**src/rtl/downmix_pkg.sv**
```systemverilog
// Shared types and derived-constant helpers for the downmix_decimator front end.
package downmix_pkg;

    typedef enum logic {
        IDLE = 1'b0,
        RUN  = 1'b1
    } state_t;

    function automatic int clog2(input int value);
        int result;
        int v;
        result = 0;
        v = value - 1;
        while (v > 0) begin
            result = result + 1;
            v = v >> 1;
        end
        return result;
    endfunction

    function automatic int lo_half(input int sys_clk_freq, input int mixing_freq);
        return sys_clk_freq / (2 * mixing_freq);
    endfunction

    function automatic int decim_div(input int sys_clk_freq, input int out_rate);
        return sys_clk_freq / out_rate;
    endfunction

    // One sign-extension bit for the negated input plus enough headroom for a full window.
    function automatic int acc_width(input int data_width, input int decim);
        return data_width + 1 + clog2(decim);
    endfunction

endpackage

```
**src/rtl/downmix_lo_gen.sv**
```systemverilog
// Square-wave local oscillator: lo_sign toggles every LO_HALF cycles while clear is low.
module downmix_lo_gen
    import downmix_pkg::*;
#(
    parameter int LO_HALF = 10
) (
    input  logic clk,
    input  logic rst,
    input  logic clear,
    output logic lo_sign
);

    localparam int CNT_W = (clog2(LO_HALF) > 0) ? clog2(LO_HALF) : 1;
    localparam logic [CNT_W-1:0] CNT_LAST = CNT_W'(LO_HALF - 1);

    logic [CNT_W-1:0] lo_cnt_q, lo_cnt_d;
    logic             lo_sign_q, lo_sign_d;

    always_comb begin
        lo_cnt_d  = lo_cnt_q;
        lo_sign_d = lo_sign_q;
        if (clear) begin
            lo_cnt_d  = '0;
            lo_sign_d = 1'b0;
        end else if (lo_cnt_q == CNT_LAST) begin
            lo_cnt_d  = '0;
            lo_sign_d = ~lo_sign_q;
        end else begin
            lo_cnt_d = lo_cnt_q + 1'b1;
        end
    end

    always_ff @(posedge clk) begin
        if (rst) begin
            lo_cnt_q  <= '0;
            lo_sign_q <= 1'b0;
        end else begin
            lo_cnt_q  <= lo_cnt_d;
            lo_sign_q <= lo_sign_d;
        end
    end

    assign lo_sign = lo_sign_q;

endmodule

```
**src/rtl/downmix_decimator.sv**
```systemverilog
// Square-wave downmixer with integrate-and-dump decimation.
// Optional feature: define DOWNMIX_SAT_EN to clamp the output and enable the sticky sat_flag.
module downmix_decimator
    import downmix_pkg::*;
#(
    parameter int SYS_CLK_FREQ = 6_400_000,
    parameter int MIXING_FREQ  = 320_000,
    parameter int OUT_RATE     = 16_000,
    parameter int DATA_WIDTH   = 16,
    parameter int SHIFT        = 9
) (
    input  logic                  clk,
    input  logic                  rst,
    input  logic                  start,
    input  logic [DATA_WIDTH-1:0] sample_in,
    output logic [DATA_WIDTH-1:0] sample_out,
    output logic                  sample_valid,
    output logic                  lo_sign,
    output logic                  sat_flag
);

    localparam int LO_HALF   = lo_half(SYS_CLK_FREQ, MIXING_FREQ);
    localparam int DECIM_DIV = decim_div(SYS_CLK_FREQ, OUT_RATE);
    localparam int ACC_WIDTH = acc_width(DATA_WIDTH, DECIM_DIV);
    localparam int DCNT_W    = (clog2(DECIM_DIV) > 0) ? clog2(DECIM_DIV) : 1;
    localparam logic [DCNT_W-1:0] DCNT_LAST = DCNT_W'(DECIM_DIV - 1);

    state_t                        state_q, state_d;
    logic signed [ACC_WIDTH-1:0]   acc_q, acc_d;
    logic        [DCNT_W-1:0]      decim_cnt_q, decim_cnt_d;
    logic                          dump_q, dump_d;
    logic        [DATA_WIDTH-1:0]  pending_q, pending_d;
    logic        [DATA_WIDTH-1:0]  sample_out_q, sample_out_d;
    logic                          sample_valid_q, sample_valid_d;

    logic signed [DATA_WIDTH:0]    sample_ext;
    logic signed [DATA_WIDTH:0]    prod;
    logic signed [ACC_WIDTH-1:0]   prod_ext;
    logic signed [ACC_WIDTH-1:0]   sum;
    logic                          lo_clear;
    logic                          clamp_hit;

    // The LO only advances on RUN cycles that stay in RUN, so it enters every run at phase zero.
    assign lo_clear = !((state_q == RUN) && start);

    downmix_lo_gen #(
        .LO_HALF (LO_HALF)
    ) u_lo_gen (
        .clk     (clk),
        .rst     (rst),
        .clear   (lo_clear),
        .lo_sign (lo_sign)
    );

    assign sample_ext = {sample_in[DATA_WIDTH-1], sample_in};
    assign prod       = lo_sign ? -sample_ext : sample_ext;
    assign prod_ext   = {{(ACC_WIDTH-DATA_WIDTH-1){prod[DATA_WIDTH]}}, prod};
    assign sum        = acc_q + prod_ext;

`ifdef DOWNMIX_SAT_EN
    localparam logic signed [ACC_WIDTH-1:0] OUT_MAX =
        {{(ACC_WIDTH-DATA_WIDTH+1){1'b0}}, {(DATA_WIDTH-1){1'b1}}};
    localparam logic signed [ACC_WIDTH-1:0] OUT_MIN =
        {{(ACC_WIDTH-DATA_WIDTH+1){1'b1}}, {(DATA_WIDTH-1){1'b0}}};

    logic signed [ACC_WIDTH-1:0] scaled;
    logic                        sat_q, sat_d;

    always_comb begin
        scaled    = sum >>> SHIFT;
        clamp_hit = 1'b0;
        pending_d = scaled[DATA_WIDTH-1:0];
        if (scaled > OUT_MAX) begin
            pending_d = OUT_MAX[DATA_WIDTH-1:0];
            clamp_hit = 1'b1;
        end else if (scaled < OUT_MIN) begin
            pending_d = OUT_MIN[DATA_WIDTH-1:0];
            clamp_hit = 1'b1;
        end
    end

    always_comb begin
        sat_d = sat_q | (dump_d & clamp_hit);
    end

    always_ff @(posedge clk) begin
        if (rst) begin
            sat_q <= 1'b0;
        end else begin
            sat_q <= sat_d;
        end
    end

    assign sat_flag = sat_q;
`else
    always_comb begin
        clamp_hit = 1'b0;
        pending_d = DATA_WIDTH'(sum >>> SHIFT);
    end

    assign sat_flag = 1'b0;
`endif

    always_comb begin
        state_d     = state_q;
        acc_d       = acc_q;
        decim_cnt_d = decim_cnt_q;
        dump_d      = 1'b0;
        case (state_q)
            IDLE: begin
                if (start) begin
                    state_d     = RUN;
                    acc_d       = '0;
                    decim_cnt_d = '0;
                end
            end
            RUN: begin
                // Dropping start discards the partial window, even on the dump cycle.
                if (!start) begin
                    state_d     = IDLE;
                    acc_d       = '0;
                    decim_cnt_d = '0;
                end else if (decim_cnt_q == DCNT_LAST) begin
                    dump_d      = 1'b1;
                    acc_d       = '0;
                    decim_cnt_d = '0;
                end else begin
                    acc_d       = sum;
                    decim_cnt_d = decim_cnt_q + 1'b1;
                end
            end
            default: begin
                state_d = IDLE;
            end
        endcase
    end

    // The reduced dump result is staged one cycle before it reaches the output register.
    always_comb begin
        sample_out_d   = dump_q ? pending_q : sample_out_q;
        sample_valid_d = dump_q;
    end

    always_ff @(posedge clk) begin
        if (rst) begin
            state_q        <= IDLE;
            acc_q          <= '0;
            decim_cnt_q    <= '0;
            dump_q         <= 1'b0;
            pending_q      <= '0;
            sample_out_q   <= '0;
            sample_valid_q <= 1'b0;
        end else begin
            state_q        <= state_d;
            acc_q          <= acc_d;
            decim_cnt_q    <= decim_cnt_d;
            dump_q         <= dump_d;
            pending_q      <= dump_d ? pending_d : pending_q;
            sample_out_q   <= sample_out_d;
            sample_valid_q <= sample_valid_d;
        end
    end

    assign sample_out   = sample_out_q;
    assign sample_valid = sample_valid_q;

endmodule

```
**config.mk**
```make
export PLATFORM = sky130hd
export DESIGN_NAME = downmix_decimator
export DESIGN_NICKNAME = d
export VERILOG_FILES = /design/src/rtl/downmix_pkg.sv /design/src/rtl/downmix_lo_gen.sv /design/src/rtl/downmix_decimator.sv
export SDC_FILE = /design/constraint.sdc
export NUM_CORES = 1
export LEC_CHECK = 0
export CORE_ASPECT_RATIO = 1.4
export CORE_UTILIZATION = 53
export DETAILED_ROUTE_END_ITERATION = 7
export MAX_ROUTING_LAYER = met4
export PLACE_DENSITY = 0.75
export SLEW_MARGIN = 40
export SYNTH_ARGS = -nofsm -noshare
export SYNTH_HDL_FRONTEND = slang
export SYNTH_SLANG_ARGS = --single-unit
```
**constraint.sdc**
```tcl
create_clock -name clk -period 3.6 [get_ports clk]
set_input_delay 0.54 -clock clk [delete_from_list [all_inputs] [get_ports clk]]
set_output_delay 0.54 -clock clk [all_outputs]
set_load 0.005 [all_outputs]
```
==> results.yml, run 1 <==
status:
  status: "complete, no violations"
logic_synthesis:
  synth_warnings: 0
  synth_fa_ha_area_frac: 0.08110
  syn_inst: 547
  synth-simple-area-share: 0.2195
  yosysSeqAreaShare: 0.3244
  synth.area.mux_share: 0.03945
  syn_nets: 595
  syn_area_sq_mm: 0.004567
  synth_xor_xnor_area_share: 0.06137
  synth_edf_count: 0
  synth-async-reset-ratio: 0
  syn_avg_cell_area_sq_um: 8.349
  synth-compound-area-share: 0.2340
  ys_ff_latch: 74
  ys_types: 69
  ys.flop_type: "dfxtp_1"
  synth_top_family_by_area: "compound AO/OA/AOI/OAI gates"
timing:
  relSlewSlack: 0.6216
  period_needed_ns: 3.569
  fmax_mhz: 280.2
  slew_viol_final: 0
  clock_skew_ns: 0.006513
  setup_viol: 0
  fin_crit_sh: 0.9914
  tightest_slew_ns: 0.5676
  whs_ns: 0.4564
  finalHoldViolCount: 0
  rsz0062_at_grt: "yes"
power:
  ir_worst_vdd_v: 0.0003410
  p_leak_nw: 2.684
  power.density_mw_per_mm2: 348.1
setup_path:
  cp_max_fo: 5
  critPathCaptureType: "flop"
  arrival_ns: 3.84
  critical_path_class: "in2reg"
  required_ns: 3.87
  r2r_cells: 11
  start_kind: "input pin"
clocking:
  htreeDepth: 3
  clockBufferDepth: 2
  path_clk_slew_ns: 0.06
  cts-root-buf: "clkbuf_16"
  cts_tree: "yes"
  cts_made_buffers: 9
  clock_sinks: 74
  worstSkewPairLatency_ns: 0.33
route:
  ant_nets: 0
  drc: 0
  dr.pass1.iters: 5
  vias: 4765
  drt_iter0_drc: 324
  wl_per_cell_microns: 17.56
  viasPerCell: 6.024
  wl_microns: 13890
floorplan:
  io_pins: 38
  dieArea_sq_mm: 0.008997
  coreArea_sq_mm: 0.008247
  fp.dieW_microns: 80.45
  rows: 39
  start_util: 0.5538
  fp.dieH_microns: 111.8
grt:
  antenna_found_initial: 0
  grt_pass1_vias: 4884
  grt_usage: 0.3278
  grt_pass1_wl_microns: 22370
  grt.overflow.total: 0
  grt_max_degree: 50
flow_run:
  drv_cap: 0
layout:
  drive_gt1_frac: 0.2845
  n_antenna_cell: 0
  area_delta_synth_final_pct: 40.88
  fin_area_sq_mm: 0.006434
  n_fill_cell: 595
  ff_latch_area_sq_mm: 0.001483
  nNetsFinal: 733
  multi_input_area_sq_mm: 0.003166
worst_hold_path:
  hold_path_depth: 2
  hold_path.class: "reg2reg"
place:
  dp_hpwl_microns: 9918
  place_area_sq_mm: 0.005791
  io_buffers: 36
  gp_congestion: 0.9577
## routing by layer
metal,GRT usage,vias to the layer above,part of all wire
met5,-,-,0
met4,0.1869,0,0.056
met3,0.05246,54,0.037
met2,0.6023,152,0.56
met1,0.3118,2285,0.35
li1,-,2274,-
## path summary, 6_finish.rpt
| check | start | end | slack, ns |
|---|---|---|---|
| worst max register to register | u_lo_gen.lo_sign | pending_q[11] | 0.27 |
| worst min-delay path | pending_q[2] | pending_q[2] | 0.46 |
| worst min register to register | pending_q[2] | pending_q[2] | 0.46 |
| worst max-delay path | sample_in[5] | pending_q[11] | 0.03 |
## layout make-up
cell class | instances | area share
clock buffers | 9 | 0.03501
inverters | 14 | 0.008557
repair buffers | 157 | 0.1962
well taps | 102 | 0.01984
multi-input cells | 429 | 0.4920
clock inverters | 6 | 0.01789
flip-flops and latches | 74 | 0.2305
## critical path, cell delays in order
cell and delay [ns]:
buf_2 0.11, or4_4 0.50, or2_4 0.26, nor3_4 0.12
nand2b_1 0.13, buf_4 0.16, o31ai_4 0.18, xnor2_1 0.11
ha_1 0.33, nand3_2 0.10, buf_4 0.16, o311ai_4 0.30
a31oi_4 0.17, or4_4 0.56, nand3_1 0.10
## logic make-up after synthesis
family | Yosys count
flip-flops | 74
adder cells (fa/ha/maj) | 29
AO/OA/AOI/OAI | 147
XOR/XNOR | 32
other | 1
AND/OR/NAND/NOR | 202
multiplexers | 18
buffers and inverters | 44
## power breakdown
group          internal [mW]  total (mW)  switching, mW
Sequential             0.828       0.837        0.00855
Combinational          0.173       0.367          0.193
Clock                  0.677        1.04          0.359
Total                   1.68        2.24          0.561
## through the flow
stage / instances / total power [mW] / utilization / worst slack [ns] / setup TNS, ns
2_1_floorplan: 547 / 1.018 / - / -0.01487 / -0.02970
3_3_place_gp: 767 / 1.174 / 0.7020 / -0.5391 / -11.01
3_5_place_dp: 767 / 1.182 / 0.7022 / -0.6348 / -13.75
4_1_cts: 787 / 2.209 / 0.7556 / 0.004345 / 0
5_1_grt: 791 / 2.302 / 0.7802 / -0.09399 / -0.4834
6_report: 791 / 2.240 / 0.7802 / 0.03097 / 0
## state kept, by name, summed over array words and instances (netlist names)
| register | flops |
|---|---|
| acc_q | 25 |
| u_lo_gen.lo_cnt_q | 4 |
| sample_out | 16 |
| sample_valid | 1 |
| decim_cnt_q | 9 |
| dump_q | 1 |
| state_q | 1 |
| pending_q | 16 |
| u_lo_gen.lo_sign | 1 |
## cell usage after synthesis (all sizes together) (2+ instances only)
library cell  instances  area (sq um)
dfxtp                74          1481
nor2                 69         259.0
nand2                39         146.4
a21oi                35         175.2
ha                   28         350.3
o21ai                28         143.9
nand3                24         120.1
xnor2                22         192.7
clkbuf               19         71.32
mux2i                18         180.2
nor3                 18         95.09
inv                  14         55.06
a22oi                13         97.59
buf                  11         53.80
a21o                 10         75.07
xor2                 10         87.58
nand3b                9         67.56
and3                  8         51.30
a311oi                7         78.83
a22o                  6         52.55
a31oi                 6         52.55
nand2b                6         37.54
o31ai                 6         45.04
nor3b                 5         37.54
or3                   5         31.28
o22ai                 4         25.02
a211oi                3         27.52
nand4                 3         18.77
nor2b                 3         18.77
nor4                  3         40.04
o211ai                3         22.52
o21a                  3         22.52
o21bai                3         22.52
o221ai                3         26.28
or4                   3         22.52
a2111oi               2         18.77
a211o                 2         17.52
a21boi                2         15.01
and2                  2         12.51
nand4b                2         17.52
or2                   2         15.02
## cell usage in the layout (no fill, tap or decap), drive strengths merged, types with 4 or more instances in the layout
cell,instances
a21o,10
a21oi,35
a22o,6
a22oi,13
a311oi,7
a31oi,6
and3,8
buf,125
clkbuf,9
clkdlybuf4s50,30
dfxtp,74
ha,28
inv,15
mux2i,18
nand2,39
nand2b,6
nand3,24
nand3b,9
nor2,69
nor3,18
nor3b,5
o21ai,28
o22ai,4
o31ai,6
or3,5
xnor2,22
xor2,10
## timing repair
item	CTS	global route
pin swaps	20	24
endpoints found under the setup margin	24	29
hold buffers	0	0
gates resized for setup	32	35
setup buffers	5	4
(Power assumes the default switching activity.)
==> run 2, diff against run 1 <==
--- a/config.mk
+++ b/config.mk
@@ -10,7 +10,6 @@
 export DETAILED_ROUTE_END_ITERATION = 7
 export MAX_ROUTING_LAYER = met4
 export PLACE_DENSITY = 0.75
-export SLEW_MARGIN = 40
 export SYNTH_ARGS = -nofsm -noshare
 export SYNTH_HDL_FRONTEND = slang
 export SYNTH_SLANG_ARGS = --single-unit
==> run 2 against run 1 <==
Compared with the run above: worst setup slack worse by 0.0074 ns; maximum frequency decreased by 0.21%; die area unchanged; wire length is 0.81% higher; flip-flop and latch count stayed put; hold slack about the same; combinational power is 3% higher; final area increased by 1.3%; power is 2.8% lower; critical path depth is 2 higher; final cell count up 0.51%; clock skew hardly changed.
==> results.yml, run 2 (synthesis gave the netlist of run 1 again) <==
setup_path:
  required_ns: 3.87
  slowest_delay_ns: 0.52
  cp_cell_sequence: "buf_6 -> or4_4 -> or2_4 -> nor3_4 -> nand3_2 -> o21ai_2 -> xnor2_1 -> ha_1 -> nand2_2 -> nor2_4 -> nand3_2 -> buf_6 -> o21ai_4 -> a311oi_4 -> buf_6 -> or4_1 -> nand3_1"
  critical_path_class: "in2reg"
  cp_max_fo: 8
  critPathCaptureType: "flop"
  cpMostUsedCell: "buf_6"
  slowest_stage: "or4_4"
  crit_family: "simple AND/OR/NAND/NOR gates"
  r2r_slack_ns: 0.43
  worstReg2RegStart: "u_lo_gen.lo_sign"
  path_buf_inv: 3
  arrival_ns: 3.85
  start_kind: "input pin"
  r2r_cells: 13
  r2r_end: "pending_q[10]"
timing:
  relSlewSlack: 0.3252
  fmax_mhz: 279.6
  tns_ns: 0
  period_needed_ns: 3.576
  rsz0062_at_grt: "yes"
  whs_ns: 0.4569
  finalHoldViolCount: 0
  setup_viol: 0
  slew_viol_final: 0
  tightest_slew_ns: 1.011
  clock_skew_ns: 0.006712
  fin_crit_sh: 0.9934
clocking:
  worstSkewPairLatency_ns: 0.33
  clock_sinks: 74
  clockBufferDepth: 2
  htreeDepth: 3
  cts-root-buf: "clkbuf_16"
  cts_made_buffers: 9
  path_clk_slew_ns: 0.06
  cts_tree: "yes"
  postCtsHoldBufs: 0
power:
  power.density_mw_per_mm2: 333.8
  ir_worst_vdd_v: 0.0003887
  p_leak_nw: 2.714
status:
  status: "complete, no violations"
worst_hold_path:
  hold_path_depth: 2
  hold_end: "pending_q[2]"
  min-delay-start: "pending_q[2]"
  hold_path.class: "reg2reg"
place:
  place_area_sq_mm: 0.005789
  gp_congestion: 0.9577
  dp_hpwl_microns: 9902
  io_buffers: 36
floorplan:
  coreArea_sq_mm: 0.008247
  fp.dieH_microns: 111.8
  rows: 39
  fp.dieW_microns: 80.45
  io_pins: 38
  start_util: 0.5538
  dieArea_sq_mm: 0.008997
route:
  dr.pass1.iters: 5
  viasPerCell: 5.923
  wl_per_cell_microns: 17.61
  wl_microns: 14000
  ant_nets: 0
  drc: 0
  vias: 4709
  drt_iter0_drc: 353
layout:
  fin_area_sq_mm: 0.006520
  layout_common_cells: "120 x buf_4, 74 x dfxtp_1, 65 x nor2_1, 33 x nand2_1, 30 x clkdlybuf4s50_1"
  utilization: 0.7906
  layout_commonest_cell: "buf_4"
  largest-register: "acc_q"
  drive_gt1_frac: 0.3117
  nNetsFinal: 736
  largest_reg_flops: 25
  area_delta_synth_final_pct: 42.77
  n_antenna_cell: 0
grt:
  grt_usage: 0.3163
  grt_pass1_wl_microns: 21490
  antenna_found_initial: 0
  grt.overflow.total: 0
  grt_max_degree: 50
  grt_pass1_vias: 4776
flow_run:
  drv_cap: 0
==> run 2: cell count changes in the layout (fill, tap and decap cells not counted), sizes merged <==
cell,delta
bufinv,-1
clkinvlp,-1
clkdlybuf4s15,-1
inv,-1
clkbuf,+1
buf,+4
clkinv,+3
==> run 2: worst max path at each step <==
stage | from | to | cells past startpoint | slack (ns)
final | sample_in[6] | pending_q[10] | 17 | 0.02
after global routing | sample_in[1] | pending_q[15] | 18 | -0.16
after CTS | sample_in[5] | pending_q[11] | 15 | 0.0003
after detailed placement | sample_in[7] | acc_q[23] | 14 | -0.64
after global placement | sample_in[6] | acc_q[22] | 15 | -0.54
after floorplan | sample_in[6] | acc_q[22] | 15 | -0.01
==> run 2: metrics by stage <==
step | instances | power [mW] | setup WS (ns)
3_5_place_dp | 767 | 1.181 | -0.6371
4_1_cts | 788 | 2.140 | 0.0002864
6_report | 795 | 2.176 | 0.02361
5_1_grt | 795 | 2.241 | -0.1631
2_1_floorplan | 547 | 1.018 | -0.01487
3_3_place_gp | 767 | 1.174 | -0.5391
==> run 2: area by class of cell <==
| type | count | area [sq um] |
|---|---|---|
| fill | 562 | 1727 |
| timing repair buffer | 160 | 1296 |
| sequential | 74 | 1481 |
| clock inverter | 6 | 91.34 |
| inverter | 14 | 55.05 |
| clock buffer | 10 | 229.0 |
| multi-input combinational | 429 | 3239 |
| tap | 102 | 127.6 |
==> run 2: worst register-to-register path, stage by stage (launching register included) <==
cell      delay [ns]
dfxtp_1         0.64
buf_4           0.31
o21ai_0         0.13
xnor2_1         0.16
ha_1            0.39
nand2_1         0.07
a21oi_1         0.21
a221oi_4        0.11
buf_4           0.16
o21ai_4         0.18
a311oi_4        0.11
buf_6           0.15
or4_1           0.41
nand3_1         0.08
==> run 2: metal layers <==
metal	GRT usage	up-vias	share of wire
li1	-	2271	-
met1	0.2927	2264	0.35
met3	0.04836	52	0.033
met2	0.5893	122	0.56
met5	-	-	0
met4	0.1857	0	0.056
==> run 2: repair_timing <==
item,CTS,global route
setup endpoints to repair,22,27
gates resized for setup,28,63
pin swaps,19,30
buffers inserted,5,7
==> run 2: where the power goes <==
part | switching [mW] | leakage [nW] | internal [mW] | total (mW)
sequential | 0.00802 | 0.598 | 0.828 | 0.836
clock | 0.353 | 0.157 | 0.609 | 0.962
combinational | 0.198 | 1.96 | 0.179 | 0.378
total | 0.559 | 2.71 | 1.62 | 2.18
